`config.mk`:
```
export PLATFORM = sky130hd
export DESIGN_NAME = axi_llc_miss_counters
export DESIGN_NICKNAME = d
export VERILOG_FILES = /design/src/rtl/axi_llc_miss_counters.sv
export SDC_FILE = /design/constraint.sdc
export NUM_CORES = 1
export LEC_CHECK = 0
export BUFFER_PORTS_ARGS = -buffer_cell sky130_fd_sc_hd__buf_2
export CAP_MARGIN = 30
export CELL_PAD_IN_SITES_DETAIL_PLACEMENT = 0
export CELL_PAD_IN_SITES_GLOBAL_PLACEMENT = 2
export CORE_ASPECT_RATIO = 0.75
export CORE_UTILIZATION = 39
export CTS_BUF_LIST = sky130_fd_sc_hd__clkbuf_2 sky130_fd_sc_hd__clkbuf_4 sky130_fd_sc_hd__clkbuf_8
export DETAILED_ROUTE_END_ITERATION = 6
export GPL_TIMING_DRIVEN = 0
export PLACE_DENSITY_LB_ADDON = 0.1
export SLEW_MARGIN = 10
export SYNTH_ARGS = -nofsm -noshare
export SYNTH_HDL_FRONTEND = slang
export SYNTH_SLANG_ARGS = --single-unit
```
`constraint.sdc`:
```
create_clock -name clk_i -period 3.91 [get_ports clk_i]
set_input_delay 0.391 -clock clk_i [delete_from_list [all_inputs] [get_ports clk_i]]
set_output_delay 0.391 -clock clk_i [all_outputs]
set_load 0.05 [all_outputs]
```
`src/rtl/axi_llc_miss_counters.sv`:
```
// Outstanding-miss counters for the LLC hit/miss stage.
// There is one counter per (rw, hashed AXI ID). The counter is incremented when a miss
// descriptor enters the eviction/refill pipeline and decremented when that descriptor leaves it.
// While a counter is non-zero, hits with the same rw/ID must not bypass the pending miss.
// The cnt_up_i and cnt_down_i ports are packed as {id, rw, valid}, with valid in bit 0.
module axi_llc_miss_counters #(
   parameter int NumCnt   = 4,
   parameter int CntWidth = 4,
   parameter int IdWidth  = 6
) (
   input  logic               clk_i,
   input  logic               rst_ni,
   input  logic [IdWidth+1:0] cnt_up_i,
   output logic               cnt_up_ready_o,
   input  logic [IdWidth+1:0] cnt_down_i,
   input  logic [IdWidth-1:0] query_id_i,
   input  logic               query_rw_i,
   output logic               query_busy_o,
   output logic               pending_o,
   output logic               err_underflow_o
);

   localparam int IdxW = $clog2(NumCnt);
   localparam bit NumCntOk = (NumCnt >= 2) && ((NumCnt & (NumCnt - 1)) == 0);
   localparam bit IdWidthOk = (IdWidth >= IdxW);

   typedef struct packed {
      logic [IdWidth-1:0] id;
      logic               rw;
      logic               valid;
   } cnt_t;

   cnt_t                up;
   cnt_t                down;
   logic [IdxW-1:0]     up_idx;
   logic [IdxW-1:0]     dn_idx;
   logic [IdxW-1:0]     q_idx;
   logic [CntWidth-1:0] cnt_q [2][NumCnt];
   logic                err_q;
   logic                up_acc;
   logic                dn_zero;
   logic                dn_match;

   assign up     = cnt_t'(cnt_up_i);
   assign down   = cnt_t'(cnt_down_i);
   assign up_idx = up.id[IdxW-1:0];
   assign dn_idx = down.id[IdxW-1:0];
   assign q_idx  = query_id_i[IdxW-1:0];

   // Backpressure at max so that a counter can never wrap; this is derived from registered state only.
   assign cnt_up_ready_o = (cnt_q[up.rw][up_idx] != '1);
   assign up_acc         = up.valid & cnt_up_ready_o;

   // An up and a down on the same counter cancel, so a down at zero is legal when an up accompanies it.
   assign dn_zero  = (cnt_q[down.rw][dn_idx] == '0);
   assign dn_match = up_acc && (up.rw == down.rw) && (up_idx == dn_idx);

   assign query_busy_o    = (cnt_q[query_rw_i][q_idx] != '0);
   assign err_underflow_o = err_q;

   // OR-reduce all counters for flush / idle detection.
   always_comb begin
      pending_o = 1'b0;
      for (int r = 0; r < 2; r++) begin
         for (int i = 0; i < NumCnt; i++) begin
            if (cnt_q[r][i] != '0) pending_o = 1'b1;
         end
      end
   end

   // Update each counter independently from its own inc/dec pair; a down at zero clamps the counter and sets the sticky error flag.
   always_ff @(posedge clk_i) begin
      if (!rst_ni) begin
         for (int r = 0; r < 2; r++) begin
            for (int i = 0; i < NumCnt; i++) begin
               cnt_q[r][i] <= '0;
            end
         end
         err_q <= 1'b0;
      end else begin
         for (int r = 0; r < 2; r++) begin
            for (int i = 0; i < NumCnt; i++) begin
               if (up_acc && (up.rw == r[0]) && (up_idx == IdxW'(i))) begin
                  if (!(down.valid && (down.rw == r[0]) && (dn_idx == IdxW'(i)))) begin
                     cnt_q[r][i] <= cnt_q[r][i] + CntWidth'(1);
                  end
               end else if (down.valid && (down.rw == r[0]) && (dn_idx == IdxW'(i))) begin
                  if (cnt_q[r][i] != '0) begin
                     cnt_q[r][i] <= cnt_q[r][i] - CntWidth'(1);
                  end
               end
            end
         end
         if (down.valid && dn_zero && !dn_match) begin
            err_q <= 1'b1;
         end
      end
   end

   // Parameter sanity checks, and a check that no descriptor leaves the pipeline on a zero counter.
   a_numcnt_pow2: assert property (@(posedge clk_i) NumCntOk)
      else $error("NumCnt must be a power of two and at least 2");
   a_idwidth: assert property (@(posedge clk_i) IdWidthOk)
      else $error("IdWidth must be at least clog2(NumCnt)");
   a_no_underflow: assert property (@(posedge clk_i) disable iff (!rst_ni)
      !(down.valid && dn_zero && !dn_match))
      else $warning("miss counter underflow: down on zero counter");

endmodule

```
# [Word-level counts from Yosys, hierarchy flattened]
# Memory sizes are Yosys's and may differ from the RTL's.
# Index checks and enable logic that the tools add are counted.
[totals] ff_bits=1 in_bits=25 out_inout_bits=4 wordCells=194 mem_bits_rw=32 mem_count=1
[op_classes] order_cmp=3 reduce_logical=37 add_sub_neg=16 n_eq_ne=9 mux=105 bitwise=22
[mem_list] memory="cnt_q" depth=2 word_bits=16 rd=5 rd_clocked_by_memory_dff=0 write_ports=2 line="38" rtl="logic [CntWidth-1:0] cnt_q [2][NumCnt];"
[ops] op="$mux W4" count=22
[ops] op="$mux W1" count=80
[ops] op="$reduce_bool A4 Y1" count=9
[ops] op="$add A4 B1 Y4 const B" count=8
[ops] op="$sub A4 B1 Y4 const B" count=8
[ops] op="$bmux W4 S2" count=3
[ops] op="$logic_and A1 B1 Y1" count=24
[ops] op="$or A1 B1 Y1" count=16
[ops] op="$ge A3 B3 Y1 const B" count=3
[ops] op="$not A2 Y3" count=3
[ops] op="$eq A2 B2 Y1 const B" count=4
[ops] op="$eq A2 B1 Y1 const B" count=2
[ops] op="$logic_not A2 Y1" count=2
[ops] op="$logic_not A4 Y1" count=1
[ops] op="$ne A4 B4 Y1 const B" count=1
[ops] op="$eq A2 B2 Y1" count=1
[ops] op="$not A1 Y1" count=2
[ops] op="$and A1 B1 Y1" count=1
[ops] op="$eq A1 B1 Y1" count=1
[ops] op="$logic_not A1 Y1" count=1

# [Longest topological paths before layout]
# Gate-level depths: netlist of the first run.
[logic_depth] depth_word=13 mapped_depth=15 depth_no_buf=13

# [Worst setup path before layout of the first run]
# Ideal clock, no wire load.
[synth_path] path_type="in2reg" start="in cnt_up_i[1]" end="mem cnt_q[1][11] (netlist name) (data pin)" path_buffers=1 arrival_ps=3303 t_required_ps=3734 slack_ps=431 path_stages=14 setup_ps=176 path_cell_list="buf_6 > nand4b_1 > a21oi_2 > nor4_1 > o21bai_1 > o21ai_0 > or4b_2 > inv_1 > ha_1 > a21o_1 > a21oi_1 > xnor2_1 > or3b_2 > o32ai_1"
[synth_lines] element="start: declaration" line="13" rtl="input logic [IdWidth+1:0] cnt_up_i,"
[synth_lines] element="end: declaration" line="38"

==> flow_summary.ini, run 1 <==
[floorplanning]
chipHeight_um = 78.9
chipWidth_um = 105
core_area_um2 = 7500
pin_count = 29
initial_utilization = 0.410
die_area_um2 = 8250
rows = 27

[sta]
setup-violations-final = 0
timing_max_transition_violations_final = 0
max-slew-margin-rel = 0.327
total_neg_setup_slack_ns = 0
clock_skew_ns = 0.00584
period_minus_slack_ns = 3.57
layout_worst_path_cycle_share = 0.913
hold_slack_ns = 0.468
max_clock_freq_ghz = 0.280
hold_viol = 0
grt_setup_unrepaired = false
worst_slew_pin_slew_ns = 1.00

[cells_and_area]
syn_to_final_growth_pct = 12.7
final_layout_size_suffix_gt1_frac = 0.189
fillCellCount = 765
finalNonFillerCells = 472
n_antenna_cell = 0
post-route-util = 0.462
layout.nets = 418

[synthesis]
synth-async-reset-ratio = 0
netlist-cell-type-count = 68
yosysTopAreaCellShare = 0.313
synth_seq_cells = 33
synth.area.top_cells = sky130_fd_sc_hd__edfxtp_1, sky130_fd_sc_hd__ha_1, sky130_fd_sc_hd__nor2_1
synth_edf_count = 32
synthCells = 341
seq_area_frac_synth = 0.319
yosys.cell_count.top_type = sky130_fd_sc_hd__nor2_1
synthDominantAreaCellType = sky130_fd_sc_hd__edfxtp_1
synth_top_cells_by_count = sky130_fd_sc_hd__nor2_1, sky130_fd_sc_hd__edfxtp_1, sky130_fd_sc_hd__nand2_1, sky130_fd_sc_hd__inv_1, sky130_fd_sc_hd__a21oi_1
synth_warnings = 0
synth.net_count = 389
ys.flop_type = sky130_fd_sc_hd__edfxtp_1
synth.avg_cell_area_um2 = 9.02
synth_area_um2 = 3070

[drt]
wl_per_cell_um = 17.3
num_vias = 2612
viasPerCell = 5.53
finalWirelength_mm = 8.18
number_of_remaining_drc_errors = 0
firstDrtPassIters = 4
postRouteAntennaNets = 0
initial_drt_markers = 138

[critical_path]
timing.rr.start = cnt_q[1][4]
reg2reg_setup_slack_ns = 0.36
crit_path_start_kind = input pin
critPathRequiredTime_ns = 4.02
worst-path-max-fanout = 10
reg2reg_depth = 13
worstSetupPathType = in2reg
worstSetupEndpoint = cnt_q[1][11]
cp.arrival_ns = 3.68
start_point_of_the_critical_path = cnt_up_i[1]
crit_path_end_kind = flip-flop
terminus_of_the_critical_flop_to_flop_path = cnt_q[1][11]

[clock_tree]
htree_levels = 2
hold_buffers = 0
tritoncts_num_sinks = 33
cts_buffers = 5
clock-root-buffer = sky130_fd_sc_hd__clkbuf_8
tritoncts = yes
cts_max_path_buffers = 2
path_clk_slew_ns = 0.07
worst_skew_pair.late_latency_ns = 0.29

[power]
p_per_area_nw_per_um2 = 294
static-leakage-power_nw = 1.36
worst_ir_drop_vdd_uv = 123

[global_route]
grt_first_pass_wirelength_mm = 13.5
grt_remaining_overflow = 0
grt_use_total = 0.210
pin_count_of_the_biggest_net_entering_global_routing = 11
first_global_vias = 2554
grt_antenna_before_repair = 0

[placed_design]
hpwlAfterDp_mm = 6.20
inst_count_dp = 454
portBuffers = 12
globalplace.congestion = 0.820

[hold_path]
worst_hold_path_type = in2reg

[status]
status = finished clean

[job]
maxCapViolCount = 0
flip-flops by register name (all words and copies together), names as in the netlist:
register	count
cnt_q	32
err_underflow_o	1
report_power, final:
| part | switching, mW | total, mW | internal [mW] |
|---|---|---|---|
| sequential | 0.0329 | 0.456 | 0.423 |
| clock | 0.133 | 0.290 | 0.158 |
| combinational | 0.163 | 0.272 | 0.108 |
| total | 0.329 | 1.02 | 0.689 |
layout by cell type, fill, tap and decap left out, drive strengths merged, types with 5 or more instances in the layout:
| master | synthesis | routed |
|---|---|---|
| a21o | 6 | 6 |
| a21oi | 23 | 23 |
| buf | 7 | 31 |
| clkbuf | 7 | 13 |
| edfxtp | 32 | 32 |
| fa | 6 | 6 |
| ha | 17 | 17 |
| inv | 24 | 24 |
| nand2 | 26 | 26 |
| nand2b | 5 | 5 |
| nand3 | 11 | 11 |
| nand4 | 5 | 5 |
| nor2 | 48 | 48 |
| nor3 | 7 | 7 |
| nor4 | 11 | 11 |
| o211ai | 8 | 8 |
| o21ai | 13 | 13 |
| or4 | 6 | 6 |
| xnor2 | 10 | 10 |
| xor2 | 8 | 8 |
critical path, stage by stage:
cell and delay [ns]:
sky130_fd_sc_hd__buf_2 0.16, sky130_fd_sc_hd__buf_6 0.18, sky130_fd_sc_hd__nand3_1 0.08, sky130_fd_sc_hd__nor2_1 0.36, sky130_fd_sc_hd__nor4_1 0.12, sky130_fd_sc_hd__o21bai_1 0.18, sky130_fd_sc_hd__o21ai_0 0.10, sky130_fd_sc_hd__or4b_4 0.52
sky130_fd_sc_hd__inv_1 0.10, sky130_fd_sc_hd__ha_1 0.23, sky130_fd_sc_hd__a21o_1 0.18, sky130_fd_sc_hd__a21oi_1 0.18, sky130_fd_sc_hd__xnor2_1 0.17, sky130_fd_sc_hd__or3b_2 0.47, sky130_fd_sc_hd__o32ai_2 0.23
metal layers:
metal	GRT usage	vias to the layer above	wire length, um
met5	0	-	0
met3	0.0361	5	386
met1	0.316	1236	4330
met2	0.313	50	3400
met4	0.0429	0	56
li1	-	1321	-
area by class of cell:
class / count / area [um^2] / share of cell area
Clock buffer: 8 / 97.6 / 0.0282
Inverter: 24 / 90.1 / 0.0260
Tap cell: 101 / 126 / 0.0365
Multi-Input combinational cell: 270 / 1940 / 0.560
Buffer: 12 / 80.1 / 0.0231
Sequential cell: 33 / 981 / 0.283
Timing Repair Buffer: 24 / 148 / 0.0426
kinds of logic after synthesis:
group / Yosys count / synth area share
AND/OR/NAND/NOR: 142 / 0.252
AO/OA/AOI/OAI: 80 / 0.180
buffers and inverters: 38 / 0.0578
flip-flops: 33 / 0.319
adder cells (fa/ha/maj): 23 / 0.108
XOR/XNOR: 18 / 0.0513
multiplexers: 7 / 0.0313
worst min path at each step:
stage,start,end,cells after the start,slack (ns)
after global routing,err_underflow_o,err_underflow_o,2,0.51
final,cnt_down_i[0],err_underflow_o,3,0.47
after CTS,cnt_down_i[0],err_underflow_o,3,0.47
after floorplan,cnt_q[1][8],cnt_q[1][8],1,0.57
after global placement,err_underflow_o,err_underflow_o,2,0.46
after detailed placement,err_underflow_o,err_underflow_o,2,0.46
repair_timing:
item                       in CTS  in global routing
setup endpoints to repair       1                  1
resized for setup               1                  3
gates cloned                    0                  0
setup buffers                   0                 11
pin swaps                       0                  2
metrics by stage:
stage | area (um^2) | setup WS [ns] | total power [mW]
after floorplan | 3070 | 0.431 | 0.645
after global placement | 3260 | -0.141 | 0.713
after detailed placement | 3260 | -0.168 | 0.715
after CTS | 3370 | 0.0740 | 1.01
after global routing | 3460 | 0.124 | 1.08
final | 3460 | 0.339 | 1.02
Power figures use the tool's default switching activity.
==> inputs of run 2 (changes only) <==
--- a/config.mk
+++ b/config.mk
@@ -5,12 +5,13 @@
 export SDC_FILE = /design/constraint.sdc
 export NUM_CORES = 1
 export LEC_CHECK = 0
+export ABC_CLOCK_PERIOD_IN_PS = 4610
 export BUFFER_PORTS_ARGS = -buffer_cell sky130_fd_sc_hd__buf_2
 export CAP_MARGIN = 30
 export CELL_PAD_IN_SITES_DETAIL_PLACEMENT = 0
 export CELL_PAD_IN_SITES_GLOBAL_PLACEMENT = 2
 export CORE_ASPECT_RATIO = 0.75
-export CORE_UTILIZATION = 39
+export CORE_UTILIZATION = 42
 export CTS_BUF_LIST = sky130_fd_sc_hd__clkbuf_2 sky130_fd_sc_hd__clkbuf_4 sky130_fd_sc_hd__clkbuf_8
 export DETAILED_ROUTE_END_ITERATION = 6
 export GPL_TIMING_DRIVEN = 0
==> constraint.sdc (replaced) <==
create_clock -name clk_i -period 4.61 [get_ports clk_i]
set_input_delay 0.461 -clock clk_i [delete_from_list [all_inputs] [get_ports clk_i]]
set_output_delay 0.461 -clock clk_i [all_outputs]
set_load 0.05 [all_outputs]
==> run 2 against run 1 <==
  * Clock-buffer cell count unchanged
  * Core utilization is 2.3 points higher
  * Via count is 1.1% lower
  * Non-clock buffer count is 9 lower
  * Sequential share of layout area increased by 0.89 points
  * Cell count fell by 2.5%
  * Worst setup slack better by 0.40 ns
  * Hold slack better by 0.0054 ns
  * Clock power is 17% lower
  * Critical endpoint unchanged
  * Largest power group unchanged
==> flow_summary.ini, run 2 (synthesized netlist as in run 1, its figures left out) <==
[critical_path]
critical_path.slowest_cell = sky130_fd_sc_hd__or4b_2
worst_path_dominant_cell_family = simple AND/OR/NAND/NOR gates
reg2reg_setup_slack_ns = 0.74
worst-path-max-fanout = 4
cp.arrival_ns = 3.96
worstPathBufferInverterCount = 2
worstSetupPathType = reg2reg
critPathRequiredTime_ns = 4.70
crit_path_start_kind = flip-flop
crit_path_cell_trace = inv_1 > nor4_2 > nor4_1 > o21bai_1 > o21ai_0 > or4b_2 > inv_1 > ha_1 > a21o_1 > a21oi_1 > xnor2_1 > or3b_2 > o32ai_1
cpPeakStageDelay_ns = 0.67
crit_path_frequent_cell = sky130_fd_sc_hd__inv_1
crit_path_end_kind = flip-flop

[clock_tree]
cts_max_path_buffers = 2
path_clk_slew_ns = 0.07
htree_levels = 2
hold_buffers = 0
clock-root-buffer = sky130_fd_sc_hd__clkbuf_8
post_cts_resize_count = 0
post_cts_buffers = 0
tritoncts = yes
worst_skew_pair.late_latency_ns = 0.28
tritoncts_num_sinks = 33
cts_buffers = 5

[global_route]
grt_use_met2 = 0.303
grt_use_total = 0.215
globalRoute.busiestLayer = met1
first_global_vias = 2386
grt_remaining_overflow = 0
groute.layer.met3.usage = 0.0505
grt_antenna_before_repair = 0
use_met1 = 0.333
pin_count_of_the_biggest_net_entering_global_routing = 11
grt_first_pass_wirelength_mm = 12.6

[placed_design]
globalplace.congestion = 0.842
inst_count_dp = 451
hpwlAfterDp_mm = 6.11
dpl_worst_slack_ns = 0.502
portBuffers = 12

[floorplanning]
initial_utilization = 0.444
rows = 26
core_area_um2 = 6930
chipWidth_um = 101
die_area_um2 = 7670
pin_count = 29
chipHeight_um = 76.1

[sta]
worst_slew_pin_slew_ns = 0.927
period_minus_slack_ns = 3.87
setup-violations-final = 0
grt_setup_unrepaired = false
max_clock_freq_ghz = 0.258
hold_slack_ns = 0.474
total_neg_setup_slack_ns = 0
hold_viol = 0
finalWorstSetupSlack_ns = 0.740
timing_max_transition_violations_final = 0
layout_worst_path_cycle_share = 0.840
max-slew-margin-rel = 0.376
clock_skew_ns = 0.00777

[cells_and_area]
final_common_cell = sky130_fd_sc_hd__nor2_1
final_layout_size_suffix_gt1_frac = 0.157
largest_register_ffs = 32
finalNonFillerCells = 460
fillCellCount = 707
largest-register = cnt_q
layout.nets = 409
most-common-layout-cells = sky130_fd_sc_hd__nor2_1, sky130_fd_sc_hd__edfxtp_1, sky130_fd_sc_hd__nand2_1
syn_to_final_growth_pct = 9.28
n_antenna_cell = 0

[drt]
finalWirelength_mm = 7.83
firstDrtPassIters = 4
number_of_remaining_drc_errors = 0
num_vias = 2583
wl_per_cell_um = 17.0
initial_drt_markers = 127
postRouteAntennaNets = 0
viasPerCell = 5.62

[power]
power.sequential.fraction = 0.458
worst_ir_drop_vdd_uv = 123
switching_share = 0.319
clock_share_of_power = 0.286
power.share.combinational = 0.256
p_per_area_nw_per_um2 = 250
totalPowerFinal_mw = 0.841
static-leakage-power_nw = 1.30
total_switching_power_mw = 0.268
p_int_mw = 0.573

[hold_path]
worst_hold_path_type = reg2reg

[job]
maxCapViolCount = 0

[status]
status = finished clean
run 2: cell types whose count changed in the layout (fill, tap and decap cells not counted), sizes merged:
cell / delta
buf: -11
clkbuf: +2
run 2: layout make-up:
type	count	area [um^2]	share of cell area
Tap cell	98	123	0.0365
Timing Repair Buffer	13	65.1	0.0194
Clock buffer	8	97.6	0.0291
Inverter	24	90.1	0.0268
Buffer	14	87.6	0.0261
Multi-Input combinational cell	270	1920	0.570
Sequential cell	33	981	0.292
run 2: routing by layer:
| metal | routed length [um] | up-vias |
|---|---|---|
| li1 | - | 1304 |
| met5 | 0 | - |
| met1 | 4140 | 1233 |
| met2 | 3280 | 44 |
| met3 | 371 | 2 |
| met4 | 35 | 0 |
run 2: per-stage QoR:
stage                      util  cell area (um^2)
after global placement    0.470              3260
after floorplan               -              3070
after CTS                 0.484              3350
after global routing      0.485              3360
final                     0.485              3360
after detailed placement  0.470              3260
run 2: path summary, 6_finish.rpt:
| kind | end | start | depth (start not counted) |
|---|---|---|---|
| hold reg to reg | err_underflow_o | err_underflow_o | 2 |
| hold / removal | err_underflow_o | err_underflow_o | 2 |
| setup / recovery | cnt_q[1][11] | cnt_q[0][4] | 13 |
| setup reg to reg | cnt_q[1][11] | cnt_q[0][4] | 13 |
run 2: worst min-delay path, stage by stage, from the launching register on:
cell and delay [ns]:
sky130_fd_sc_hd__dfxtp_1 0.32, sky130_fd_sc_hd__a41oi_1 0.04, sky130_fd_sc_hd__nor2_1 0.07
run 2: power by group through the flow:
stage,clock network (mW),registers [mW],logic [mW]
after floorplan,0,0.387,0.160
after global placement,0,0.392,0.212
after detailed placement,0,0.392,0.213
after CTS,0.248,0.385,0.214
after global routing,0.264,0.390,0.238
final,0.240,0.386,0.215
